**config.mk**
```make
export PLATFORM = sky130hd
export DESIGN_NAME = branch_predictor_flat
export DESIGN_NICKNAME = d
export VERILOG_FILES = /design/src/rtl/cpu_types_pkg.sv /design/src/rtl/branch_predictor_if.sv /design/src/rtl/sat_counter.sv /design/src/rtl/branch_predictor.sv /design/src/flat_wrapper.sv
export SDC_FILE = /design/constraint.sdc
export NUM_CORES = 2
export LEC_CHECK = 0
export ABC_AREA = 1
export CAP_MARGIN = 20
export CORE_MARGIN = 4
export CORE_UTILIZATION = 30
export CTS_CLUSTER_SIZE = 14
export DETAILED_ROUTE_END_ITERATION = 8
export GPL_ROUTABILITY_DRIVEN = 1
export PLACE_DENSITY = 0.44
export SYNTH_ARGS = -nofsm -noshare
export SYNTH_HDL_FRONTEND = slang
export SYNTH_SLANG_ARGS = --single-unit
export TNS_END_PERCENT = 10
```
**constraint.sdc**
```tcl
create_clock -name CLK -period 2.35 [get_ports CLK]
set_input_delay 0.235 -clock CLK [delete_from_list [all_inputs] [get_ports CLK]]
set_output_delay 0.235 -clock CLK [all_outputs]
set_load 0.01 [all_outputs]
```
**src/rtl/cpu_types_pkg.sv**
```systemverilog
// Shared CPU types: BTB entry layout and direction-counter constants.
// No logic; widths here set the default BTB geometry.
// Not applicable (type/constant definitions only).
package cpu_types_pkg;

  localparam int CPU_PC_W        = 32;
  localparam int CPU_BTB_ENTRIES = 16;
  localparam int CPU_CTR_BITS    = 2;
  localparam int CPU_IDX_W       = $clog2(CPU_BTB_ENTRIES);
  localparam int CPU_TAG_W       = CPU_PC_W - 2 - CPU_IDX_W;

  // Allocation value: MSB set, lower bits clear (1 when the counter is 1 bit).
  localparam logic [CPU_CTR_BITS-1:0] CTR_WEAK_TAKEN =
    CPU_CTR_BITS'(1) << (CPU_CTR_BITS - 1);

  typedef struct packed {
    logic                    valid;
    logic [CPU_TAG_W-1:0]    tag;
    logic [CPU_PC_W-1:0]     target;
    logic [CPU_CTR_BITS-1:0] ctr;
  } btb_entry_t;

endpackage

```
**src/rtl/branch_predictor_if.sv**
```systemverilog
// IF/MEM-stage connection to the branch predictor.
// Lookup outputs are combinational; updates take effect at the next edge.
// No backpressure: the datapath gates lookup_en/update_en itself.
interface branch_predictor_if
  import cpu_types_pkg::*;
#(
  parameter int PC_W = CPU_PC_W
);
  logic            lookup_en;
  logic [PC_W-1:0] lookup_pc;
  logic            pred_hit;
  logic            pred_taken;
  logic [PC_W-1:0] pred_target;
  logic            update_en;
  logic [PC_W-1:0] update_pc;
  logic            update_taken;
  logic [PC_W-1:0] update_target;
  logic            update_pred_taken;
  logic [PC_W-1:0] update_pred_target;
  logic            flush_all;
  logic            mispredict;
  logic [31:0]     stat_lookups;
  logic [31:0]     stat_mispredicts;

  modport master (
    output lookup_en, lookup_pc, update_en, update_pc, update_taken, update_target,
           update_pred_taken, update_pred_target, flush_all,
    input  pred_hit, pred_taken, pred_target, mispredict, stat_lookups, stat_mispredicts
  );

  modport slave (
    input  lookup_en, lookup_pc, update_en, update_pc, update_taken, update_target,
           update_pred_taken, update_pred_target, flush_all,
    output pred_hit, pred_taken, pred_target, mispredict, stat_lookups, stat_mispredicts
  );
endinterface

```
**src/rtl/sat_counter.sv**
```systemverilog
// Width-parametric saturating up/down counter with parallel load.
// One-cycle latency: the new value appears after the rising edge.
// No backpressure; load beats inc, inc beats dec.
module sat_counter #(
  parameter int W = 2
) (
  input  logic         clk,
  input  logic         rst_n,
  input  logic         inc,
  input  logic         dec,
  input  logic         load,
  input  logic [W-1:0] load_val,
  output logic [W-1:0] q
);
  localparam logic [W-1:0] MAX = {W{1'b1}};

  logic [W-1:0] cnt_q, cnt_d;

  // Next value: load, or step toward a bound without wrapping.
  always_comb begin
    cnt_d = cnt_q;
    if (load) begin
      cnt_d = load_val;
    end else if (inc) begin
      if (cnt_q != MAX) cnt_d = cnt_q + W'(1);
    end else if (dec) begin
      if (cnt_q != '0) cnt_d = cnt_q - W'(1);
    end
  end

  // Counter register, cleared asynchronously.
  always_ff @(posedge clk or negedge rst_n) begin
    if (!rst_n) cnt_q <= '0;
    else        cnt_q <= cnt_d;
  end

  assign q = cnt_q;
endmodule

```
**src/rtl/branch_predictor.sv**
```systemverilog
// Direct-mapped BTB with saturating direction counters, mispredict flag and stats.
// Lookup and mispredict are zero-latency; updates/flush visible the cycle after the edge.
// No backpressure; an update_en held high re-applies the update every cycle.
module branch_predictor
  import cpu_types_pkg::*;
#(
  // Entry layout comes from btb_entry_t, so these must agree with cpu_types_pkg.
  parameter int BTB_ENTRIES = CPU_BTB_ENTRIES,
  parameter int CTR_BITS    = CPU_CTR_BITS,
  parameter int PC_W        = CPU_PC_W
) (
  input  logic               CLK,
  input  logic               nRST,
  branch_predictor_if.slave  bp
);
  localparam int IDX_W = $clog2(BTB_ENTRIES);
  localparam int TAG_W = PC_W - 2 - IDX_W;

  logic [BTB_ENTRIES-1:0]               valid_q, valid_d;
  logic [TAG_W-1:0]                     tag_q    [BTB_ENTRIES];
  logic [TAG_W-1:0]                     tag_d    [BTB_ENTRIES];
  logic [PC_W-1:0]                      target_q [BTB_ENTRIES];
  logic [PC_W-1:0]                      target_d [BTB_ENTRIES];
  logic [BTB_ENTRIES-1:0][CTR_BITS-1:0] ctr_q;
  logic [BTB_ENTRIES-1:0]               ctr_inc, ctr_dec, ctr_load;
  btb_entry_t                           btb      [BTB_ENTRIES];

  logic [IDX_W-1:0] lk_idx, up_idx;
  logic [TAG_W-1:0] lk_tag, up_tag;
  btb_entry_t       lk_ent, up_ent;
  logic             lk_hit, lk_taken, up_hit;
  logic [1:0]       unused_pc_lsbs;

  assign lk_idx = bp.lookup_pc[IDX_W+1:2];
  assign lk_tag = bp.lookup_pc[PC_W-1:IDX_W+2];
  assign up_idx = bp.update_pc[IDX_W+1:2];
  assign up_tag = bp.update_pc[PC_W-1:IDX_W+2];
  assign unused_pc_lsbs = bp.update_pc[1:0];

  // Assemble the per-entry view read by both ports.
  always_comb begin
    for (int i = 0; i < BTB_ENTRIES; i++) begin
      btb[i] = '{valid: valid_q[i], tag: tag_q[i], target: target_q[i], ctr: ctr_q[i]};
    end
  end

  // Fetch-side lookup; reads register contents, so same-cycle updates are not seen.
  always_comb begin
    lk_ent   = btb[lk_idx];
    lk_hit   = lk_ent.valid && (lk_ent.tag == lk_tag);
    lk_taken = lk_hit && (lk_ent.ctr >= CTR_WEAK_TAKEN);
  end

  assign bp.pred_hit    = lk_hit;
  assign bp.pred_taken  = lk_taken;
  assign bp.pred_target = lk_taken ? lk_ent.target : bp.lookup_pc + PC_W'(4);

  assign up_ent = btb[up_idx];
  assign up_hit = up_ent.valid && (up_ent.tag == up_tag);

  assign bp.mispredict = bp.update_en &&
    ((bp.update_taken != bp.update_pred_taken) ||
     (bp.update_taken && (bp.update_target != bp.update_pred_target)));

  // Resolve-side update: train on a hit, allocate on a taken miss; flush overrides.
  always_comb begin
    valid_d  = valid_q;
    tag_d    = tag_q;
    target_d = target_q;
    ctr_inc  = '0;
    ctr_dec  = '0;
    ctr_load = '0;
    if (bp.flush_all) begin
      valid_d = '0;
    end else if (bp.update_en) begin
      if (up_hit) begin
        if (bp.update_taken) begin
          ctr_inc[up_idx]  = 1'b1;
          target_d[up_idx] = bp.update_target;
        end else begin
          ctr_dec[up_idx]  = 1'b1;
        end
      end else if (bp.update_taken) begin
        valid_d[up_idx]  = 1'b1;
        tag_d[up_idx]    = up_tag;
        target_d[up_idx] = bp.update_target;
        ctr_load[up_idx] = 1'b1;
      end
    end
  end

  // Entry valid/tag/target registers.
  always_ff @(posedge CLK or negedge nRST) begin
    if (!nRST) begin
      valid_q  <= '0;
      tag_q    <= '{default: '0};
      target_q <= '{default: '0};
    end else begin
      valid_q  <= valid_d;
      tag_q    <= tag_d;
      target_q <= target_d;
    end
  end

  for (genvar i = 0; i < BTB_ENTRIES; i++) begin : g_ctr
    sat_counter #(.W(CTR_BITS)) u_ctr (
      .clk(CLK), .rst_n(nRST), .inc(ctr_inc[i]), .dec(ctr_dec[i]),
      .load(ctr_load[i]), .load_val(CTR_WEAK_TAKEN), .q(ctr_q[i])
    );
  end

  sat_counter #(.W(32)) u_stat_lookups (
    .clk(CLK), .rst_n(nRST), .inc(bp.lookup_en), .dec(1'b0),
    .load(1'b0), .load_val(32'h0), .q(bp.stat_lookups)
  );

  sat_counter #(.W(32)) u_stat_mispredicts (
    .clk(CLK), .rst_n(nRST), .inc(bp.mispredict), .dec(1'b0),
    .load(1'b0), .load_val(32'h0), .q(bp.stat_mispredicts)
  );
endmodule

```
**src/flat_wrapper.sv**
```systemverilog
// flat-port wrapper written by rule: the top's interface ports become plain ports
module branch_predictor_flat import cpu_types_pkg::*;
#(
                                                                                 
  parameter int BTB_ENTRIES = CPU_BTB_ENTRIES,
  parameter int CTR_BITS    = CPU_CTR_BITS,
  parameter int PC_W        = CPU_PC_W
)
  (CLK, nRST, bp_lookup_en, bp_lookup_pc, bp_update_en, bp_update_pc, bp_update_taken, bp_update_target, bp_update_pred_taken, bp_update_pred_target, bp_flush_all, bp_pred_hit, bp_pred_taken, bp_pred_target, bp_mispredict, bp_stat_lookups, bp_stat_mispredicts);
  branch_predictor_if #(.PC_W(PC_W)) bp_i ();
  input  logic CLK;
  input  logic nRST;
  input wire logic [$bits(bp_i.lookup_en)-1:0] bp_lookup_en;
  input wire logic [$bits(bp_i.lookup_pc)-1:0] bp_lookup_pc;
  input wire logic [$bits(bp_i.update_en)-1:0] bp_update_en;
  input wire logic [$bits(bp_i.update_pc)-1:0] bp_update_pc;
  input wire logic [$bits(bp_i.update_taken)-1:0] bp_update_taken;
  input wire logic [$bits(bp_i.update_target)-1:0] bp_update_target;
  input wire logic [$bits(bp_i.update_pred_taken)-1:0] bp_update_pred_taken;
  input wire logic [$bits(bp_i.update_pred_target)-1:0] bp_update_pred_target;
  input wire logic [$bits(bp_i.flush_all)-1:0] bp_flush_all;
  output wire logic [$bits(bp_i.pred_hit)-1:0] bp_pred_hit;
  output wire logic [$bits(bp_i.pred_taken)-1:0] bp_pred_taken;
  output wire logic [$bits(bp_i.pred_target)-1:0] bp_pred_target;
  output wire logic [$bits(bp_i.mispredict)-1:0] bp_mispredict;
  output wire logic [$bits(bp_i.stat_lookups)-1:0] bp_stat_lookups;
  output wire logic [$bits(bp_i.stat_mispredicts)-1:0] bp_stat_mispredicts;
  assign bp_i.lookup_en = bp_lookup_en;
  assign bp_i.lookup_pc = bp_lookup_pc;
  assign bp_i.update_en = bp_update_en;
  assign bp_i.update_pc = bp_update_pc;
  assign bp_i.update_taken = bp_update_taken;
  assign bp_i.update_target = bp_update_target;
  assign bp_i.update_pred_taken = bp_update_pred_taken;
  assign bp_i.update_pred_target = bp_update_pred_target;
  assign bp_i.flush_all = bp_flush_all;
  assign bp_pred_hit = bp_i.pred_hit;
  assign bp_pred_taken = bp_i.pred_taken;
  assign bp_pred_target = bp_i.pred_target;
  assign bp_mispredict = bp_i.mispredict;
  assign bp_stat_lookups = bp_i.stat_lookups;
  assign bp_stat_mispredicts = bp_i.stat_mispredicts;
  branch_predictor #(.BTB_ENTRIES(BTB_ENTRIES), .CTR_BITS(CTR_BITS), .PC_W(PC_W)) u_core (.CLK(CLK), .nRST(nRST), .bp(bp_i));
endmodule
```
## After elaboration in Yosys (flattened, before gate mapping)

Index checks and enable logic that the tools add are counted.
W data, S select, Z words.

| word-level totals | value |
|---|---|
| register bits | 1040 |
| input port bits | 135 |
| logic and storage cells | 325 |

| operators by class | value |
|---|---|
| add/sub/neg operators | 35 |
| equal/unequal tests | 39 |
| reduce and logical (&&, ||, !) cells | 79 |
| order comparisons | 6 |
| muxes and demuxes | 110 |
| bitwise gates (word level) | 5 |

Operators by type and width:

| kind | count |
|---|---|
| $bwmux W512 | 1 |
| $bmux W61 S4 | 2 |
| $bwmux W416 | 1 |
| $mux W61 | 4 |
| $mux W16 | 15 |
| $mux W2 | 80 |
| $demux W32 S4 | 1 |
| $demux W26 S4 | 1 |
| $reduce_bool A3 Y1 | 32 |
| $add A32 B1 Y32 const B | 2 |
| $mux W32 | 2 |
| $ne A32 B32 Y1 const B | 2 |
| $reduce_and A3 Y1 | 18 |
| $eq A26 B26 Y1 | 2 |
| $ne A3 B3 Y1 const B | 16 |
| $reduce_bool A2 Y1 | 18 |
| $ne A2 B2 Y1 const B | 17 |
| $add A2 B1 Y2 const B | 16 |
| $add A32 B3 Y32 const B | 1 |
| $ne A32 B32 Y1 | 1 |
| $sub A2 B1 Y2 const B | 16 |
| $mux W26 | 1 |
| $or A16 B16 Y16 | 1 |
| $ge A5 B5 Y1 const B | 2 |
| 13 further kinds | 22 |

## Depth between registers and ports, before layout

| depth | value |
|---|---|
| depth in word-level cells | 12 |
| depth in mapped cells | 26 |
| gate-level depth less buffers | 23 |

## Hierarchy

A second synthesis with hierarchy kept.

| second synthesis, totals | value |
|---|---|
| cell total of the unflattened synthesis | 9161 |
| area, all modules | 61938.2 sq um |

By module, submodules not included:

| module | area each (sq um) | cells an instance | instances |
|---|---|---|---|
| branch_predictor | 50495.9 | 7041 | 1 |
| sat_counter at u_core.u_stat_lookups | 4200.3 | 788 | 1 |
| sat_counter at u_core.u_stat_mispredicts | 4199.0 | 788 | 1 |
| sat_counter at u_core.g_ctr[0].u_ctr ... | 190.2 | 34 | 16 |

## Least setup slack after synthesis

OpenSTA, ideal clock, no wires.

| timing | value |
|---|---|
| kind | in2out |
| from | in bp_lookup_pc[2] |
| to | out bp_pred_target[20] |
| stages | 15 |
| path slack | -0.293 ns |
| data arrival time | 2.408 ns |
| path buffers | 4 |
| cells stage by stage | inv_2 -> buf_2 -> buf_2 -> buf_2 -> o21ai_0 -> o211ai_1 -> nand3_1 -> nand3_1 -> nand2_1 -> nor3_1 -> nand3_1 -> nor2_2 -> nand2_1 -> clkbuf_1 -> o21ai_0 |

| on the way | value |
|---|---|
| cells in the longest elaborated chain, start to end | 8 |
| elaborated cells between the ends (all ways) | 10 |

Ends and longest elaborated chain:

| item | RTL line | source |
|---|---|---|
| start, declared | flat_wrapper.sv:14 | `input wire logic [$bits(bp_i.lookup_pc)-1:0] bp_lookup_pc;` |
| $not A4 Y5 (implied by the code) (*) | branch_predictor.sv:49 | `lk_ent = btb[lk_idx];` |
| $bmux W61 S4 (*) | branch_predictor.sv:49 |  |
| $mux W61 (implied by the code) (*) (2 in a row) | branch_predictor.sv:49 |  |
| $eq A26 B26 Y1 | branch_predictor.sv:50 | `lk_hit = lk_ent.valid && (lk_ent.tag == lk_tag);` |
| $logic_and A1 B1 Y1 (*) | branch_predictor.sv:50 |  |
| named net bp_pred_hit | flat_wrapper.sv:22 | `output wire logic [$bits(bp_i.pred_hit)-1:0] bp_pred_hit;` |
| $logic_and A1 B1 Y1 (*) | branch_predictor.sv:51 | `lk_taken = lk_hit && (lk_ent.ctr >= CTR_WEAK_TAKEN);` |
| $mux W32 (*) | branch_predictor.sv:56 | `assign bp.pred_target = lk_taken ? lk_ent.target : bp.lookup_pc + PC_W'(4);` |
| end, declared | flat_wrapper.sv:24 | `output wire logic [$bits(bp_i.pred_target)-1:0] bp_pred_target;` |

The timed path passes the listed nets; every way through them passes the cells marked *. The select of a mux whose other input is x is not followed.

## Worst setup path in the final report

| timing | value |
|---|---|
| from | reg u_core.tag_q, in the netlist u_core.btb[722] |
| to | out bp_pred_target[19] |

| on the way | value |
|---|---|
| cells in the longest elaborated chain, start to end | 7 |

Ends and longest elaborated chain:

| item | RTL line | source |
|---|---|---|
| start, declared | branch_predictor.sv:20 | `logic [TAG_W-1:0] tag_q [BTB_ENTRIES];` |
| start signal, assigned | branch_predictor.sv:100 | `tag_q <= tag_d;` |
| $bmux W61 S4 | branch_predictor.sv:49 |  |
| $mux W61 (implied by the code) (2 in a row) | branch_predictor.sv:49 |  |
| $eq A26 B26 Y1 | branch_predictor.sv:50 |  |
| $logic_and A1 B1 Y1 | branch_predictor.sv:50 |  |
| $logic_and A1 B1 Y1 | branch_predictor.sv:51 |  |
| $mux W32 | branch_predictor.sv:56 |  |

No other way between the ends. The select of a mux whose other input is x is not followed.

==> reports/qor.yml <==
run_status:
  status: "complete, but fails checks"
  violations: "negative setup slack"
timing:
  final.setup.worst_slack_ns: -1.45
  whs_ns: 0.147
  fin_crit_sh_pct: 162
  rsz0062_at_grt: "true"
  finalCriticalPeriod_ns: 3.80
  hold_violations: 0
  fmax_ghz: 0.263
  fin_skew_ns: 0.0620
  slew_viol_final: 0
  worstMarginPinSlew_ns: 1.08
  setup_viol: 500
  max_slew_margin_pct: 27.7
drt:
  drcViolationCount: 0
  avgRoutedWirePerCell_um: 22.4
  vias_per_cell: 5.03
  drt_first_iter_violations: 4813
  via_count: 55019
  ant_nets: 0
  dr.pass1.iters: 5
  wl_mm: 245
power:
  p_per_area_nw_per_um2: 717
  pwr-share-seq_pct: 39.9
  cellLeakagePower_nw: 36.1
  peakVddDrop_mv: 0.576
  power_frac_clock_pct: 39.7
  swShare_pct: 30.5
  p_comb_share_pct: 20.4
  power.switching_mw: 16.5
  intPower_mw: 37.6
synth:
  synthTopCellsByArea: "dfrtp_1 48%, nand2_1 17%, o21ai_0 15%"
  syn-instance-count: 7466
  synth_top_cell_by_area: "dfrtp_1"
  synthesis.area_um2: 54700
  netlist.area_leader.share_pct: 47.5
  synth-edff-count: 0
  synth_warnings: 0
  yosys_most_used_dff: "dfrtp_1"
  syn-num-nets: 7604
  async_flop_share_pct: 100
  ys_ff_latch: 1040
  ys_seq_area_share_pct: 47.5
  yosysUniqueCellTypes: 46
  synth_area_per_cell_um2: 7.33
worst_setup_path:
  cp-start-kind: "register"
  critPathMaxStageDelay_ns: 0.39
  cp_cell_sequence: "nor2_2 > nor2_1 > o21ai_1 > o211ai_1 > nand3_1 > buf_4 > nand2_2 > nand2_2 > nand2_1 > nor2_1 > nand2_1 > nor2_1 > nand3_2 > nor2_4 > nand2_4 > buf_12 > buf_8 > buf_16 > nand2_4 > o21ai_4 > buf_6"
  timing.critical_path.mode_cell: "nor2_1"
  worstReg2RegEnd: "u_core.btb[769]"
  critPathArrivalTime_ns: 3.56
  r2r_start: "u_core.btb[842]"
  path_class: "reg -> out"
  critPathMaxFanout: 6
  cp.required_ns: 2.12
  r2r_slack_ns: -0.86
  r2r_cells: 26
  crit_start: "u_core.btb[722]"
  cp-end-kind: "output port"
  critPathSlowestCell: "dfrtp_1"
worst_hold_path:
  min-delay-start: "bp_lookup_en"
  min_to: "u_core.u_stat_lookups.q[28]"
  worstHoldPathCells: 3
  hold_path.class: "in -> reg"
finish:
  fillers: 18676
  syn_to_final_growth_pct: 37.9
  drive_above_1_share_pct: 21.0
  fin_cells: 10929
  fin_nets: 8584
global_route:
  antenna_found_initial: 5
  grt-ovfl-total: 0
  grt_pass1_vias: 53465
  grt_max_degree: 103
  grt_pass1_wl_mm: 363
  grt_usage_pct: 25.3
floorplan:
  num_rows: 156
  die_h_um: 435
  ios: 234
  fp.coreArea_um2: 181000
  die-area_um2: 189000
  initial_core_util_pct: 30.2
  die_x_um: 435
clocking:
  root_buffer: "clkbuf_16"
  numCtsBuffers: 133
  clock_latency_ns: 0.83
  cts.sinks: 1040
  cts_tree: "done"
  cts_buffer_depth: 3
  cts.htree.levels: 4
  cts.clk_slew.worst_paths_ns: 0.06
placed_design:
  hpwl_mm: 162
  place.port_buffers: 231
  gp_congestion: 0.897
  dp_cells: 10627
  post-place-ws_ns: -1.86
job:
  drv_cap: 0
[synth_stat cells (2+ instances only)]
master	count
clkbuf_1	343
o211ai_1	38
o21ai_1	42
nor3b_1	2
o211a_1	7
o21ai_0	1594
nor4_1	17
nor2_1	570
o221ai_1	48
a32o_1	6
buf_4	30
a21oi_1	155
ha_1	3
nand2_2	7
inv_1	387
inv_2	4
nand4_1	41
a22o_1	2
xor2_1	79
dfrtp_1	1040
nand3_2	2
xnor2_1	23
nand2_1	2486
nor2_2	13
clkinv_1	4
nor3_1	46
o22ai_1	100
buf_2	127
nand2_4	5
nand3_1	170
o2111ai_1	3
a31oi_1	5
buf_1	16
or2_2	4
o21a_1	10
a221oi_1	10
buf_6	18
[per-stage QoR]
| step | total power [mW] | TNS, ns | util [%] | instance area, µm² |
|---|---|---|---|---|
| after global routing | 56.9 | -467.30 | 41.7 | 75500 |
| after floorplan | 26.7 | -3.73 | - | 55100 |
| after detailed placement | 32.4 | -741.08 | 37.6 | 68200 |
| after CTS | 54.5 | -241.71 | 41.3 | 74800 |
| final | 54.1 | -366.30 | 41.7 | 75500 |
| after global placement | 32.3 | -750.90 | 37.6 | 68200 |
[what timing repair did]
action                                  in CTS  in global routing
pin swaps                                   77                 66
hold endpoints to repair                   847                  0
buffers inserted                            31                 22
hold buffers                                 2                  0
resized for setup                          531                257
gates cloned                                18                  1
endpoints found under the setup margin     500                527
[area by class of cell]
type | instances | area [µm²] | share of cell area [%]
multi-input combinational | 5497 | 26700 | 35.4
sequential | 1040 | 26000 | 34.5
timing repair buffer | 1379 | 13600 | 18.1
clock buffer | 197 | 3920 | 5.19
tap | 2370 | 2970 | 3.93
inverter | 395 | 1510 | 2.00
clock inverter | 45 | 696 | 0.922
antenna | 6 | 15.0 | 0.0199
[metal layers]
layer | GRT usage, % | vias to the layer above | share of wire [%]
li1 | - | 26441 | -
met1 | 33.9 | 26647 | 44
met2 | 41.2 | 1546 | 46
met3 | 3.15 | 385 | 5.0
met4 | 10.8 | 0 | 4.8
met5 | 0 | - | 0
[logic make-up after synthesis]
family          Yosys count  synth area share, %
buf+inv                 929                 7.11
simple gates           3368                 24.1
flops                  1040                 47.5
xor+xnor                102                 1.63
fa+ha+maj                 3               0.0686
compound gates         2024                 19.5
[power by group through the flow]
stage	registers [mW]	logic [mW]	clock network, mW
final	21.6	11.0	21.5
after global routing	21.9	12.3	22.8
after CTS	21.6	10.9	22.0
after detailed placement	21.8	10.6	0
after global placement	21.8	10.5	0
after floorplan	21.7	5.02	0
[registers in the layout, indices dropped and copies added (netlist names)]
signal and cells:
u_core.btb 928, u_core.g_ctr.u_ctr.q 32, u_core.u_stat_lookups.q 32, u_core.u_stat_mispredicts.q 32, u_core.valid_q 16
[how the worst max path moves through the flow]
stage	slack (ns)	depth (start not counted)	end
after detailed placement	-1.86	15	bp_pred_target[19]
after floorplan	-0.04	21	u_core.btb[303]
after global routing	-1.60	21	bp_pred_target[19]
final	-1.45	21	bp_pred_target[19]
after CTS	-1.47	21	bp_pred_target[19]
after global placement	-1.92	19	bp_pred_target[19]
[layout by cell type, fill, tap and decap left out, types with 10 or more instances in the layout]
cell / count
xnor2_1: 22
buf_16: 19
a21oi_2: 10
dfrtp_1: 1040
nand4_1: 41
o211ai_1: 38
nand3_4: 21
inv_1: 359
nand3_2: 30
clkbuf_16: 135
nor3_1: 41
nor2_1: 540
o21ai_0: 1430
xor2_1: 77
nor2_4: 21
o22ai_1: 97
nor4_1: 15
nand2_1: 2309
buf_4: 920
inv_2: 26
nand2_2: 112
clkbuf_1: 30
nand2_4: 66
o221ai_1: 48
o21a_1: 10
nor2_2: 22
buf_6: 65
o21ai_2: 38
nand3_1: 121
a21oi_1: 145
o21ai_1: 159
clkinv_2: 20
a221oi_1: 10
clkdlybuf4s50_1: 191
clkbuf_8: 33
buf_12: 164
nand2_8: 11
[critical path, delay by kind of cell, from the launching register on]
family                 cells  cell delay [ns]
AO/OA/AOI/OAI              3             0.38
buffers and inverters      5             0.75
flip-flops                 1             0.39
AND/OR/NAND/NOR           13             1.19
Power figures use the tool's default switching activity.
